--- src/rtl/d16_encode_pkg.sv ---
// Shared d16 definitions: opcodes, operand formats, error codes and encoder states.
// Range checking in the encoder is compiled in with D16_ENCODE_RANGE_CHECK_EN.
package d16_encode_pkg;

  localparam logic [7:0] D16_OP_ADD = 8'h01;
  localparam logic [7:0] D16_OP_SUB = 8'h02;
  localparam logic [7:0] D16_OP_SHL = 8'h03;
  localparam logic [7:0] D16_OP_SHR = 8'h04;
  localparam logic [7:0] D16_OP_OR  = 8'h05;
  localparam logic [7:0] D16_OP_AND = 8'h06;
  localparam logic [7:0] D16_OP_EQU = 8'h07;
  localparam logic [7:0] D16_OP_LTE = 8'h08;
  localparam logic [7:0] D16_OP_GTE = 8'h09;
  localparam logic [7:0] D16_OP_LT  = 8'h0A;
  localparam logic [7:0] D16_OP_GT  = 8'h0B;
  localparam logic [7:0] D16_OP_STP = 8'h0C;
  localparam logic [7:0] D16_OP_LOP = 8'h0D;
  localparam logic [7:0] D16_OP_COP = 8'h0E;
  localparam logic [7:0] D16_OP_AFC = 8'h0F;
  localparam logic [7:0] D16_OP_LOD = 8'h10;
  localparam logic [7:0] D16_OP_STR = 8'h11;
  localparam logic [7:0] D16_OP_JMZ = 8'h12;
  localparam logic [7:0] D16_OP_JMP = 8'h13;

  // Word layouts: RRR {a,b,c}, RR {a,b,0}, RIMM {a,b16}, AR {a16,b}, A {a16,0}.
  typedef enum logic [2:0] {
    D16_FMT_RRR,
    D16_FMT_RR,
    D16_FMT_RIMM,
    D16_FMT_AR,
    D16_FMT_A,
    D16_FMT_NONE
  } d16_fmt_e;

  localparam logic [1:0] D16_ERR_NONE  = 2'd0;
  localparam logic [1:0] D16_ERR_OP    = 2'd1;
  localparam logic [1:0] D16_ERR_RANGE = 2'd2;

  typedef enum logic [2:0] {
    ST_IDLE,
    ST_RUN,
    ST_DRAIN,
    ST_DONE,
    ST_ERR
  } d16_enc_state_e;

  function automatic d16_fmt_e d16_op_fmt(input logic [7:0] op);
    case (op)
      D16_OP_ADD, D16_OP_SUB, D16_OP_SHL, D16_OP_SHR, D16_OP_OR,
      D16_OP_AND, D16_OP_EQU, D16_OP_LTE, D16_OP_GTE, D16_OP_LT,
      D16_OP_GT, D16_OP_STP, D16_OP_LOP: return D16_FMT_RRR;
      D16_OP_COP:                        return D16_FMT_RR;
      D16_OP_AFC, D16_OP_LOD:            return D16_FMT_RIMM;
      D16_OP_STR, D16_OP_JMZ:            return D16_FMT_AR;
      D16_OP_JMP:                        return D16_FMT_A;
      default:                           return D16_FMT_NONE;
    endcase
  endfunction

  // A byte the decoder zero-extends must have an empty high byte.
  function automatic logic d16_zx_ok(input logic [15:0] v);
    return v[15:8] == 8'h00;
  endfunction

  // A byte the decoder sign-extends must have its high byte copy bit 7.
  function automatic logic d16_sx_ok(input logic [15:0] v);
    return v[15:8] == {8{v[7]}};
  endfunction

endpackage

--- src/rtl/d16_encode_pack.sv ---
// Combinational packer: decoded (op, a, b, c) to a 32-bit d16 word plus legality flags.
// Operand range rules are evaluated only when D16_ENCODE_RANGE_CHECK_EN is defined.
module d16_encode_pack
  import d16_encode_pkg::*;
(
  input  logic [7:0]  op_i,
  input  logic [15:0] a_i,
  input  logic [15:0] b_i,
  input  logic [15:0] c_i,
  output logic [31:0] instr_o,
  output logic        fmt_ok_o,
  output logic        range_ok_o
);

  d16_fmt_e fmt;

  assign fmt = d16_op_fmt(op_i);

  always_comb begin
    instr_o  = {op_i, 24'h000000};
    fmt_ok_o = 1'b1;
    case (fmt)
      D16_FMT_RRR:  instr_o = {op_i, a_i[7:0], b_i[7:0], c_i[7:0]};
      D16_FMT_RR:   instr_o = {op_i, a_i[7:0], b_i[7:0], 8'h00};
      D16_FMT_RIMM: instr_o = {op_i, a_i[7:0], b_i[15:8], b_i[7:0]};
      D16_FMT_AR:   instr_o = {op_i, a_i[15:8], a_i[7:0], b_i[7:0]};
      D16_FMT_A:    instr_o = {op_i, a_i[15:8], a_i[7:0], 8'h00};
      default:      fmt_ok_o = 1'b0;
    endcase
  end

`ifdef D16_ENCODE_RANGE_CHECK_EN
  // Fields packed as constant zero are never checked.
  always_comb begin
    range_ok_o = 1'b1;
    case (fmt)
      D16_FMT_RRR: range_ok_o =
          ((op_i == D16_OP_STP) ? d16_sx_ok(a_i) : d16_zx_ok(a_i)) &&
          ((op_i == D16_OP_LOP) ? d16_sx_ok(b_i) : d16_zx_ok(b_i)) &&
          d16_zx_ok(c_i);
      D16_FMT_RR:   range_ok_o = d16_zx_ok(a_i) && d16_zx_ok(b_i);
      D16_FMT_RIMM: range_ok_o = d16_zx_ok(a_i);
      D16_FMT_AR:   range_ok_o = d16_zx_ok(b_i);
      default:      range_ok_o = 1'b1;
    endcase
  end
`else
  assign range_ok_o = 1'b1;
`endif

endmodule

--- src/rtl/d16_encode.sv ---
// Streaming d16 instruction encoder/loader: packs tuples and writes them to memory.
// Build with D16_ENCODE_RANGE_CHECK_EN to reject out-of-range operand fields.
module d16_encode
  import d16_encode_pkg::*;
#(
  parameter int ADR_W = 10,
  parameter int LEN_W = 10
) (
  input  logic             sys_clk,
  input  logic             sys_rst,
  input  logic             start,
  input  logic [ADR_W-1:0] base_adr,
  input  logic [LEN_W-1:0] len,
  input  logic             in_valid,
  output logic             in_ready,
  input  logic [7:0]       in_op,
  input  logic [15:0]      in_a,
  input  logic [15:0]      in_b,
  input  logic [15:0]      in_c,
  output logic             mem_we,
  output logic [ADR_W-1:0] mem_adr,
  output logic [31:0]      mem_dat,
  input  logic             mem_ready,
  output logic             busy,
  output logic             done,
  output logic             err,
  output logic [1:0]       err_code,
  output logic [LEN_W-1:0] err_index,
  output logic [2:0]       dbg_state
);

  // Handshakes: a transfer occurs on a rising edge where valid && ready; the
  // sender holds payload stable while valid && !ready.

  d16_enc_state_e   state_q;
  logic [ADR_W-1:0] base_q;
  logic [LEN_W-1:0] len_q;
  logic [LEN_W-1:0] cnt_q;
  logic             mem_we_q;
  logic [ADR_W-1:0] mem_adr_q;
  logic [31:0]      mem_dat_q;
  logic             done_q;
  logic [1:0]       err_code_q;
  logic [LEN_W-1:0] err_index_q;

  logic [31:0] instr;
  logic        fmt_ok;
  logic        range_ok;
  logic        accept;
  logic        last_tuple;

  d16_encode_pack u_pack (
    .op_i       (in_op),
    .a_i        (in_a),
    .b_i        (in_b),
    .c_i        (in_c),
    .instr_o    (instr),
    .fmt_ok_o   (fmt_ok),
    .range_ok_o (range_ok)
  );

  assign in_ready   = (state_q == ST_RUN) && (!mem_we_q || mem_ready);
  assign accept     = in_valid && in_ready;
  assign last_tuple = (cnt_q == (len_q - LEN_W'(1)));

  always_ff @(posedge sys_clk) begin
    if (sys_rst) begin
      state_q     <= ST_IDLE;
      base_q      <= '0;
      len_q       <= '0;
      cnt_q       <= '0;
      mem_we_q    <= 1'b0;
      mem_adr_q   <= '0;
      mem_dat_q   <= '0;
      done_q      <= 1'b0;
      err_code_q  <= D16_ERR_NONE;
      err_index_q <= '0;
    end else begin
      done_q <= 1'b0;
      // The write register drains in every state, including ERR.
      if (mem_we_q && mem_ready) mem_we_q <= 1'b0;

      case (state_q)
        ST_IDLE, ST_DONE, ST_ERR: begin
          if (start) begin
            base_q      <= base_adr;
            len_q       <= len;
            cnt_q       <= '0;
            err_code_q  <= D16_ERR_NONE;
            err_index_q <= '0;
            if (len == '0) begin
              done_q  <= 1'b1;
              state_q <= ST_IDLE;
            end else begin
              state_q <= ST_RUN;
            end
          end
        end
        ST_RUN: begin
          if (accept) begin
            if (!fmt_ok) begin
              state_q     <= ST_ERR;
              err_code_q  <= D16_ERR_OP;
              err_index_q <= cnt_q;
            end else if (!range_ok) begin
              state_q     <= ST_ERR;
              err_code_q  <= D16_ERR_RANGE;
              err_index_q <= cnt_q;
            end else begin
              mem_we_q  <= 1'b1;
              mem_adr_q <= base_q + ADR_W'(cnt_q);
              mem_dat_q <= instr;
              cnt_q     <= cnt_q + LEN_W'(1);
              if (last_tuple) state_q <= ST_DRAIN;
            end
          end
        end
        ST_DRAIN: begin
          // Empty now, or emptying on this edge.
          if (!mem_we_q || mem_ready) begin
            done_q  <= 1'b1;
            state_q <= ST_DONE;
          end
        end
        default: state_q <= ST_IDLE;
      endcase
    end
  end

  assign mem_we    = mem_we_q;
  assign mem_adr   = mem_adr_q;
  assign mem_dat   = mem_dat_q;
  assign busy      = (state_q == ST_RUN) || (state_q == ST_DRAIN);
  assign done      = done_q;
  assign err       = (state_q == ST_ERR);
  assign err_code  = err_code_q;
  assign err_index = err_index_q;
  assign dbg_state = state_q;

endmodule

--- config.mk ---
export PLATFORM = sky130hd
export DESIGN_NAME = d16_encode
export DESIGN_NICKNAME = d
export VERILOG_FILES = /design/src/rtl/d16_encode_pkg.sv /design/src/rtl/d16_encode_pack.sv /design/src/rtl/d16_encode.sv
export SDC_FILE = /design/constraint.sdc
export NUM_CORES = 1
export LEC_CHECK = 0
export CORE_MARGIN = 3
export CORE_UTILIZATION = 46
export DETAILED_ROUTE_END_ITERATION = 12
export GPL_TIMING_DRIVEN = 0
export PLACE_DENSITY = 0.8
export SKIP_LAST_GASP = 1
export SYNTH_ARGS = -nofsm -noshare
export SYNTH_HDL_FRONTEND = slang
export SYNTH_SLANG_ARGS = --single-unit
--- constraint.sdc ---
create_clock -name sys_clk -period 3.18 [get_ports sys_clk]
set_clock_uncertainty 0.2 [all_clocks]
set_input_delay 0.636 -clock sys_clk [delete_from_list [all_inputs] [get_ports sys_clk]]
set_output_delay 0.636 -clock sys_clk [all_outputs]
set_load 0.03 [all_outputs]
==> impl_metrics.yaml <==
yosys:
  synth_cells: 522
  synth-edff-count: 0
  synth_fa_ha_area_share_pct: 4.49
  synth_mux_area_share_pct: 0.720
  avgSynthCellArea_um2: 8.32
  ys_types: 63
  synth_top_family_by_area: "simple AND/OR/NAND/NOR gates"
  seq_area_frac_synth_pct: 40.5
  async_reset_ff_share_pct: 0
  synth_top_area_cell: "dfxtp_1"
  yosysWarnings: 0
  netlist_area_um2: 4350
  synth-xor-area-share_pct: 5.64
  synth.top_cell.area_share_pct: 40.5
  synth-compound-area-share_pct: 21.2
  synth_ff_type: "dfxtp_1"
  syn-num-nets: 618
  ys_top_cells_by_area: "dfxtp_1 (41%), nand2_1 (7.3%), a21oi_1 (5.3%), a221oi_1 (4.6%), nor2_1 (4.4%)"
  synth-seq-cells: 88
  yosys.area_share.simple_pct: 22.6
cts:
  cts.sinks: 88
  path_clk_slew_ps: 90
  worstSkewPairLatency_ps: 360
  cts_buffer_depth: 2
  htree_levels: 3
  cts_root_buffer: "clkbuf_8"
  cts_tree: "yes"
  cts-buffers-inserted: 9
  cts_setup_buffers: 0
final_layout:
  area_growth_pct: 38.4
  final_common_cell: "clkdlybuf4s50_1"
  final_nets: 760
  layout_common_cells: "clkdlybuf4s50_1 (131), dfxtp_1 (88), nand2_1 (84)"
  final_cell_count_no_fill: 777
  drive_gt1_share_pct: 6.58
  antenna_cells: 0
setup_path:
  cp-start-kind: "input port"
  worst_path_max_delay_cell: "clkdlybuf4s50_1"
  worstSetupEndpointType: "flip-flop"
  crit_top_cell: "buf_6"
  crit_fanout: 10
  rrSetupSlack_ps: 420
  required_ps: 3200
  crit_path_cell_trace: "clkdlybuf4s50_1 -> inv_1 -> ha_1 -> a211oi_2 -> o211ai_2 -> or3_1 -> buf_6 -> buf_6 -> a221oi_1 -> a211oi_1"
  critPathArrivalTime_ps: 3100
  reg2regPathDepth: 8
  r2r_end: "dbg_state[0]$_SDFFE_PP0P_"
  worst-setup-path-type: "input port to flip-flop"
  reg2reg_from: "len_q[0]$_SDFFE_PP0P_"
  cp_slowest_stage_delay_ps: 550
grt:
  grt_usage_pct: 25.2
  grt-busiest-layer: "met2"
  met3_usage_pct: 4.56
  grt_start_max_net_pins: 14
  grt_antenna_before_repair: 0
  grt_pass1_vias: 4238
  met1_usage_pct: 32.0
  grtUsageMet2_pct: 43.4
  grt_overflow: 0
  grt_pass1_wl_mm: 20.8
pwr:
  powerDensity_nw_per_um2: 383
  ir_worst_vdd_uv: 248
  leakage_nw: 2.13
floorplanning:
  dieHeight_um: 103
  core_area_um2: 8930
  dieArea_um2: 10600
  ios: 143
  placementRows: 34
  die_w_um: 103
  initial_utilization_pct: 48.6
sta:
  setup_viol_count_final: 0
  slew_viol_final: 0
  clock.fmax_mhz: 325
  period_minus_slack_ps: 3080
  setup_tns_ps: 0
  slew_headroom_pct: 54.9
  period_share_pct: 96.8
  final_hold_viol_count: 0
  tightest_slew_ps: 675
  rsz0062_at_grt: "false"
drt:
  vias: 4383
  viasPerCell: 5.64
  finalWirelength_mm: 13.4
  wl_per_cell_um: 17.2
  drtIter0Drc: 146
  detail-route-antenna-nets: 0
  first_pass_iters: 4
  drc: 0
job:
  cap_violations: 0
placed_design:
  place_inst: 761
  gp_congestion: 0.853
  dpl.hpwl_mm: 10.0
  portBuffers: 131
hold_path:
  whs_endpoint: "mem_adr[3]$_SDFFE_PP0P_"
  worstHoldStart: "mem_adr[3]$_SDFFE_PP0P_"
  whs_path_depth: 2
  min_path_type: "flip-flop to flip-flop"
status:
  status: "completed"
sequential cells by signal (all words and copies together), names as in the netlist:
name and count:
base_q 10, cnt_q 10, dbg_state 3, done 1, err_code 1, err_index 10, len_q 10, mem_adr 10
mem_dat 32, mem_we 1
timing repair:
| item | 4_1_cts | 5_1_grt |
|---|---|---|
| hold buffers | 0 | 0 |
| resized for setup | 0 | 7 |
| setup endpoints to repair | 0 | 41 |
metrics by stage:
| stage | instance area (um2) | total power, mW | hold slack, ps | utilization [%] | setup WS [ps] |
|---|---|---|---|---|---|
| after global routing | 6020 | 2.38 | 278 | 67.3 | 15.1 |
| after CTS | 5990 | 2.30 | 262 | 67.1 | 83.6 |
| after global placement | 5790 | 1.51 | 245 | 64.8 | -250 |
| after detailed placement | 5790 | 1.52 | 251 | 64.8 | -289 |
| after floorplan | 4350 | 1.36 | 241 | - | 589 |
| final | 6020 | 2.30 | 257 | 67.3 | 101 |
layer usage:
metal,part of all wire [%],routed length (um),vias to the layer above
met5,0,0,-
li1,-,-,2139
met4,2.5,331,0
met3,6.1,815,28
met2,49,6530,172
met1,43,5680,2044
synthesized netlist by cell type, types with 2 or more instances:
cell type and instances:
a21oi_1 46, nor4_1 4, nor3_1 25, buf_4 2, o21ai_1 2, nand4_1 4
nor2_1 51, nand2b_1 5, xnor2_1 20, xor2_1 8, inv_1 14, o21a_1 2
o21ai_0 9, buf_2 8, nand2_1 84, nor3_2 2, mux2i_1 2, ha_1 14
nand3_1 4, buf_6 2, a21o_1 3, o31ai_1 3, a211oi_1 12, dfxtp_1 88
a211oi_2 2, a22o_1 10, a31oi_1 2, or3_1 5, clkbuf_1 19, a2111oi_0 2
nor3b_1 4, nand3b_1 4, nor2b_1 8, a221oi_1 23
worst max-delay path: cells and delay by family:
kind / cells / cell delay [ps]
compound gates: 4 / 850
simple gates: 1 / 370
fa+ha+maj: 1 / 300
buf+inv: 4 / 920
logic make-up after synthesis:
logic type / after synthesis
DFF: 88
muxes: 3
other: 1
AOI/OAI and AO/OA: 132
and+or+nand+nor: 209
buffers and inverters: 46
xor gates and xnor gates: 28
adders and majority gates: 15
worst max-delay path by stage:
stage	endpoint	slack (ps)	depth (start not counted)	startpoint
after floorplan	mem_adr[5]$_SDFFE_PP0P_	590	8	in_op[0]
after global placement	mem_dat[12]$_SDFFE_PP0P_	-250	10	in_op[1]
after detailed placement	mem_dat[12]$_SDFFE_PP0P_	-290	10	in_op[1]
after CTS	mem_dat[12]$_SDFFE_PP0P_	80	10	in_op[1]
after global routing	mem_dat[12]$_SDFFE_PP0P_	20	10	in_op[1]
final	mem_dat[12]$_SDFFE_PP0P_	100	10	in_op[1]
power by group:
group          switching (mW)  leakage, nW  internal (mW)  total [mW]
combinational           0.184         1.32          0.173       0.357
clock                   0.394       0.0969          0.408       0.802
sequential             0.0198        0.713           1.12        1.14
final cells by class:
cell class	count	area [um2]
Sequential cell	88	1760
Tap cell	108	135
Clock inverter	2	37.5
Multi-Input combinational cell	388	2400
Timing Repair Buffer	131	1310
Clock buffer	14	163
Fill cell	744	2920
Buffer	32	154
Inverter	14	52.6
Power figures use the tool's default switching activity.
